===== src/rtl/gpio_pkg.sv =====
// Shared GPIO register-bus definitions: register indices and bus-master FSM encoding.
package gpio_pkg;

   localparam logic [1:0] GPIO_IN0  = 2'd0;
   localparam logic [1:0] GPIO_IN1  = 2'd1;
   localparam logic [1:0] GPIO_OUT0 = 2'd2;
   localparam logic [1:0] GPIO_OUT1 = 2'd3;

   localparam logic [1:0] ST_IDLE      = 2'd0;
   localparam logic [1:0] ST_WRITE     = 2'd1;
   localparam logic [1:0] ST_READ_WAIT = 2'd2;
   localparam logic [1:0] ST_RESP      = 2'd3;

   typedef enum logic [1:0] {
      IDLE      = ST_IDLE,
      WRITE     = ST_WRITE,
      READ_WAIT = ST_READ_WAIT,
      RESP      = ST_RESP
   } gpio_bm_state_t;

endpackage


===== src/rtl/gpio_bus_master.sv =====
// GPIO register-bus initiator: one command in flight, registered bus outputs,
// fixed-latency read sampling and a single registered response per command.
module gpio_bus_master
   import gpio_pkg::*;
#(
   parameter int DATA_W   = 32,
   parameter int READ_LAT = 1
) (
   input  logic              clk,
   input  logic              rst,
   input  logic              cmd_valid,
   output logic              cmd_ready,
   input  logic              cmd_write,
   input  logic [1:0]        cmd_reg,
   input  logic [DATA_W-1:0] cmd_wdata,
   output logic              rsp_valid,
   input  logic              rsp_ready,
   output logic [DATA_W-1:0] rsp_rdata,
   output logic              rsp_err,
   output logic              bus_we,
   output logic [1:0]        bus_addr,
   output logic [DATA_W-1:0] bus_wd,
   input  logic [DATA_W-1:0] bus_rd
);

   localparam int CW = $clog2(READ_LAT + 1);
   localparam logic [CW-1:0] CNT_LAST = CW'(READ_LAT - 1);

   gpio_bm_state_t    state, state_nx;
   logic [CW-1:0]     cnt, cnt_nx;
   logic              bus_we_nx, rsp_valid_nx, rsp_err_nx;
   logic [1:0]        bus_addr_nx;
   logic [DATA_W-1:0] bus_wd_nx, rsp_rdata_nx;
   logic              acc;

   assign cmd_ready = (state == IDLE) && !rst;
   assign acc       = cmd_valid && cmd_ready;

   always_comb begin
      state_nx     = state;
      cnt_nx       = cnt;
      bus_we_nx    = 1'b0;
      bus_addr_nx  = bus_addr;
      bus_wd_nx    = bus_wd;
      rsp_valid_nx = rsp_valid;
      rsp_rdata_nx = rsp_rdata;
      rsp_err_nx   = rsp_err;
      case (state)
         IDLE: begin
            if (acc) begin
               bus_addr_nx = cmd_reg;
               bus_wd_nx   = cmd_wdata;
               if (cmd_write) begin
                  if (cmd_reg >= GPIO_OUT0) begin
                     bus_we_nx = 1'b1;
                     state_nx  = WRITE;
                  end else begin
                     // read-only target: answer at once, never touch the bus
                     rsp_valid_nx = 1'b1;
                     rsp_rdata_nx = '0;
                     rsp_err_nx   = 1'b1;
                     state_nx     = RESP;
                  end
               end else begin
                  cnt_nx   = '0;
                  state_nx = READ_WAIT;
               end
            end
         end
         WRITE: begin
            rsp_valid_nx = 1'b1;
            rsp_rdata_nx = '0;
            rsp_err_nx   = 1'b0;
            state_nx     = RESP;
         end
         READ_WAIT: begin
            if (cnt == CNT_LAST) begin
               rsp_valid_nx = 1'b1;
               rsp_rdata_nx = bus_rd;
               rsp_err_nx   = 1'b0;
               state_nx     = RESP;
            end else begin
               cnt_nx = cnt + CW'(1);
            end
         end
         RESP: begin
            if (rsp_ready) begin
               rsp_valid_nx = 1'b0;
               state_nx     = IDLE;
            end
         end
         default: state_nx = IDLE;
      endcase
   end

   always_ff @(posedge clk or posedge rst) begin
      if (rst) begin
         state     <= IDLE;
         cnt       <= '0;
         bus_we    <= 1'b0;
         bus_addr  <= '0;
         bus_wd    <= '0;
         rsp_valid <= 1'b0;
         rsp_rdata <= '0;
         rsp_err   <= 1'b0;
      end else begin
         state     <= state_nx;
         cnt       <= cnt_nx;
         bus_we    <= bus_we_nx;
         bus_addr  <= bus_addr_nx;
         bus_wd    <= bus_wd_nx;
         rsp_valid <= rsp_valid_nx;
         rsp_rdata <= rsp_rdata_nx;
         rsp_err   <= rsp_err_nx;
      end
   end

endmodule


===== config.mk =====
export PLATFORM = sky130hd
export DESIGN_NAME = gpio_bus_master
export DESIGN_NICKNAME = d
export VERILOG_FILES = /design/src/rtl/gpio_pkg.sv /design/src/rtl/gpio_bus_master.sv
export SDC_FILE = /design/constraint.sdc
export NUM_CORES = 1
export LEC_CHECK = 0
export BUFFER_PORTS_ARGS = -buffer_cell sky130_fd_sc_hd__buf_2
export CORE_AREA = 8 8 90 92
export CTS_BUF_LIST = sky130_fd_sc_hd__clkbuf_4 sky130_fd_sc_hd__clkbuf_8
export CTS_CLUSTER_DIAMETER = 80
export DETAILED_ROUTE_END_ITERATION = 12
export DIE_AREA = 0 0 98 100
export GPL_ROUTABILITY_DRIVEN = 0
export PLACE_DENSITY = 0.7
export SLEW_MARGIN = 20
export SYNTH_ARGS = -nofsm -noshare
export SYNTH_HDL_FRONTEND = slang
export SYNTH_SLANG_ARGS = --single-unit
export TNS_END_PERCENT = 50

===== constraint.sdc =====
create_clock -name clk -period 5.3 [get_ports clk]
set_clock_uncertainty 0.1 [all_clocks]
set_input_delay 0 -clock clk [delete_from_list [all_inputs] [get_ports clk]]
set_output_delay 0 -clock clk [all_outputs]
set_load 0.02 [all_outputs]

==> run metrics, run 1 <==
mux contribution to synthesized area 0.155; Post-Synth Simple-Gate Area 0.0275; run status complete, no violations; post-DR vias/cell 4.90; largest family of logic cells by synthesized area multiplexers; unrepaired setup endpoints after global routing false; core area 0.00664 mm²; Post-synth EDFFs 0; total track usage 0.171; worst-skew pair later-pin latency 0.32 ns; period utilization 0.455; post-route ant nets 0; Avg WL per Cell 17.3 µm; drt total wl 8230 µm; Synth Area in XOR/XNOR 0; Worst Hold Slack 0.0468 ns; Seq/Total Area, Yosys 0.651; Mapped Cells 176; Top-Level Pins 141; clock sinks 71; top cells by count, synth dfrtp_1, a22o_1, mux2_1, buf_2; clock buffer count from CTS 9; setup violators final 0; hold crit path type input pin to flop; worst r2r src state[0]; utilization after layout 0.667; flops & latches, synth 71; Reg clk slew, reported paths 0.08 ns; Fin. Hold Viols 0; Final Slew Violations 0; initial antenna violation count 0; post-DP HPWL 5290 µm; synth top area cells dfrtp_1, mux2_1, a22o_1; TritonCTS clock tree done; most frequent cell after synthesis dfrtp_1; setup TNS 0 ns; vias in the first global route 2618; DRT iter0 DRCs 102; post-CTS sizing 0; Maximum Capacitance Violations 0; worst hold start cmd_valid; Die W 98 µm; root buf cell clkbuf_8; RR Endpoint bus_wd[14]; fmax 414 MHz; global-route wire length before repair 13300 µm; Critical Path Sink Type flop; Warnings, synthesis 0; DR vias 2327; Yosys cell types 20; Relative slew margins 0.291; asr flop ratio synth 1.00; input/output buffers 140; Critical Path Start Type flop; nets 466; r2r setup slk 2.89 ns; first-pass detailed-route iteration total 4; largest net degree at the start of global routing 72; hold depth 4; H-tree levels 3; DRC viols 0; worst r2r path cells 4; Slew @ Worst Pin 1.06 ns; ant diodes 0; worst path required time 5.41 ns; Die Area 0.00980 mm²; layout cells sized above 1 0.423; area share of fa/ha/maj cells after synthesis 0.0229; maximum vdd drop 0.312 mV; LEAKAGE 2.31 nW; Worst Hold End rsp_valid; Area Growth Syn to Fin 62.4%; top cell type's share of synthesized area 0.651; GRT overflow 0; critical path class flop to flop; dominant cell type by area after synthesis dfrtp_1; total power divided by cell area 582 mW/mm²; critical-path maximum fanout 35; chip height 100 µm; Final Power 2.58 mW; predominant post-synthesis flop cell dfrtp_1; CTS max path bufs 2; setup bufs post-CTS 0; syn_area_per_cell 15.5 µm²; Mapped Area 0.00273 mm²; syn_nets 252; num rows 30; fin crit period 2.41 ns; compound-gate portion of the synthesized area 0.120; Initial Utilization 0.411; WP data arrival 2.52 ns
kinds of logic (layout without fill, tap and decap cells):
kind of cell	Yosys count	in the layout
flops	71	71
simple gates	9	9
mux	38	38
fa+ha+maj	5	5
compound gates	39	39
buf+inv	14	233
metal layers:
metal / share of wire / track usage / vias to the layer above / wire, µm
li1: - / - / 1066 / -
met1: 0.36 / 0.173 / 1153 / 2990
met2: 0.55 / 0.309 / 85 / 4530
met3: 0.048 / 0.0429 / 23 / 398
met4: 0.038 / 0.107 / 0 / 316
met5: 0 / 0 / - / 0
layout by cell type (no fill, tap or decap):
cell type      instances
buf_2                140
dfrtp_1               71
dlygate4sd3_1         70
a22o_1                32
mux2_1                29
clkbuf_8              10
mux2_2                 5
ha_1                   5
inv_1                  4
mux2i_1                4
a21o_1                 2
nand2b_1               2
o21ai_0                2
nor2b_1                2
clkinvlp_4             2
bufinv_16              2
buf_4                  2
inv_2                  1
nand3_2                1
nand4bb_4              1
a21oi_2                1
nand3_1                1
a21oi_1                1
nand2_1                1
nor2_1                 1
a21boi_0               1
clkinv_4               1
inv_6                  1
registers in the layout, summed over array words and instances (netlist names):
name and flops:
rsp_rdata 32, state 2, bus_wd 32, bus_we 1, rsp_valid 1, bus_addr 2
rsp_err 1
what timing repair did:
action,in CTS,in global routing
endpoints found under the hold margin,141,0
hold buffers,70,0
endpoints found under the setup margin,0,0
worst max-delay path, cell delays in order, from the launching register on:
cell and delay, ns:
dfrtp_1 0.40, inv_1 0.13, ha_1 0.33, nand3_2 0.71, mux2_1 0.61
power breakdown:
part           switching, mW  internal [mW]  leakage, nW  total (mW)
clock                  0.204          0.280        0.109       0.485
combinational          0.709          0.452         1.31        1.16
sequential             0.132          0.799        0.897       0.932
per-stage QoR:
stage / setup slack, ns / instances / instance area [µm²]
6_report: 2.89 / 475 / 4430
5_1_grt: 2.67 / 475 / 4430
4_1_cts: 2.83 / 475 / 4430
3_5_place_dp: 2.84 / 389 / 3500
3_3_place_gp: 2.94 / 389 / 3500
2_1_floorplan: 2.56 / 176 / 2730
worst max path at each step:
stage	depth (start not counted)	endpoint	from
2_1_floorplan	4	bus_addr[1]	rst
3_3_place_gp	4	bus_wd[2]	state[0]
3_5_place_dp	4	bus_wd[14]	state[0]
4_1_cts	4	bus_wd[7]	state[0]
5_1_grt	4	bus_wd[18]	state[0]
6_report	4	bus_wd[14]	state[0]
final cells by class:
cell class                 count  area [µm²]
clock buffer                  10         138
clock inverter                 6        92.6
fill                         520        2210
inverter                       5        18.8
multi-input combinational     91         887
sequential                    71        1780
tap                           80         100
timing repair buffer         212        1420
Note: power is estimated with default switching activity, not from simulation.
==> run 2, diff against run 1 <==
- clock period: 5.3 -> 2.3 ns (I/O delays scaled with it)
==> run metrics, run 2 (synthesis gave the netlist of run 1 again) <==
run status complete, no violations; total track usage 0.164; setup bufs post-CTS 0; critical path class flop to flop; vias in the first global route 2542; maximum vdd drop 0.610 mV; Slew @ Worst Pin 0.866 ns; Initial Utilization 0.411; setup violators final 0; Area Growth Syn to Fin 60.8%; Final Power 5.64 mW; Die W 98 µm; CTS max path bufs 2; Top-Level Pins 141; clock buffer count from CTS 9; post-CTS sizing 0; fill count 516; DR vias 2250; drt total wl 7900 µm; DRC viols 0; Relative slew margins 0.422; setup TNS 0 ns; nets 468; fmax 537 MHz; LEAKAGE 2.30 nW; most frequent cells in the layout buf_2, dfrtp_1, dlygate4sd3_1; H-tree levels 3; worst path required time 2.42 ns; Critical Path Start Type flop; chip height 100 µm; post-route ant nets 0; Critical Path Sink Type flop; ant diodes 0; post-DR vias/cell 4.72; worst-skew pair later-pin latency 0.33 ns; placed cells 391; TritonCTS clock tree done; crit path max-delay cell type mux2_2; largest net degree at the start of global routing 72; Worst Hold Slack 0.0418 ns; fin crit period 1.86 ns; initial antenna violation count 0; commonest non-fill, non-tap cell in the layout buf_2; root buf cell clkbuf_8; worst-path cell chain inv_1 > ha_1 > nand3_2 > buf_4 > mux2_2; crit-path max cell delay 0.40 ns; core area 0.00664 mm²; total power divided by cell area 1290 mW/mm²; WP data arrival 1.98 ns; first-pass detailed-route iteration total 4; largest registers bus_wd (32), rsp_rdata (32); critical-path maximum fanout 35; DRT iter0 DRCs 58; clock sinks 71; Maximum Capacitance Violations 0; GRT overflow 0; period utilization 0.810; Reg clk slew, reported paths 0.07 ns; fin cells 477; hold crit path type input pin to flop; Die Area 0.00980 mm²; unrepaired setup endpoints after global routing false; layout cells sized above 1 0.426; Fin. Hold Viols 0; input/output buffers 140; post-DP HPWL 5170 µm; Final Slew Violations 0; Avg WL per Cell 16.6 µm; num rows 30; global-route wire length before repair 12700 µm
-- run 2: path summary, 6_finish.rpt --
kind,from,endpoint,slack (ns),cells past startpoint
min in group asynchronous,rst,bus_wd[26],0.48,4
max in group asynchronous,rst,rsp_rdata[17],1.07,4
setup reg to reg,state[0],bus_wd[25],0.44,5
hold / removal,cmd_valid,state[1],0.04,4
hold reg to reg,bus_wd[1],bus_wd[1],0.39,1
setup / recovery,state[0],bus_wd[25],0.44,5
-- run 2: final cells by class --
type                    instances  area (µm²)  share of cell area
flip-flops and latches         71        1780               0.405
repair buffers                214        1430               0.326
multi-input cells              91         887               0.202
clock buffers                  10         131              0.0299
well taps                      80         100              0.0228
clock inverters                 6        37.5             0.00856
inverters                       5        22.5             0.00513
-- run 2: timing repair --
action / in CTS / in global routing
hold buffers: 70 / 0
hold endpoints to repair: 141 / 0
endpoints found under the setup margin: 0 / 0
-- run 2: worst max-delay path, delay by kind of cell (launching register included) --
family,cells,cell delay [ns]
buffers and inverters,2,0.49
multiplexers,1,0.40
flip-flops,1,0.38
adder cells (fa/ha/maj),1,0.30
AND/OR/NAND/NOR,1,0.08
-- run 2: where the power goes --
part	leakage [nW]	switching [mW]	internal, mW
Sequential	0.897	0.295	1.84
Combinational	1.31	1.60	1.06
Clock	0.0932	0.453	0.399
-- run 2: metal layers --
layer	GRT usage	part of all wire
met4	0.0887	0.026
met1	0.168	0.38
met2	0.300	0.55
met3	0.0429	0.046
met5	0	0
-- run 2: metrics by stage --
step / utilization / area (µm²) / setup WS (ns)
floorplan: - / 2730 / 0.0517
global placement: 0.529 / 3520 / 0.493
detailed placement: 0.529 / 3520 / 0.434
CTS: 0.660 / 4390 / 0.430
global route: 0.660 / 4390 / 0.282
finish: 0.660 / 4390 / 0.438
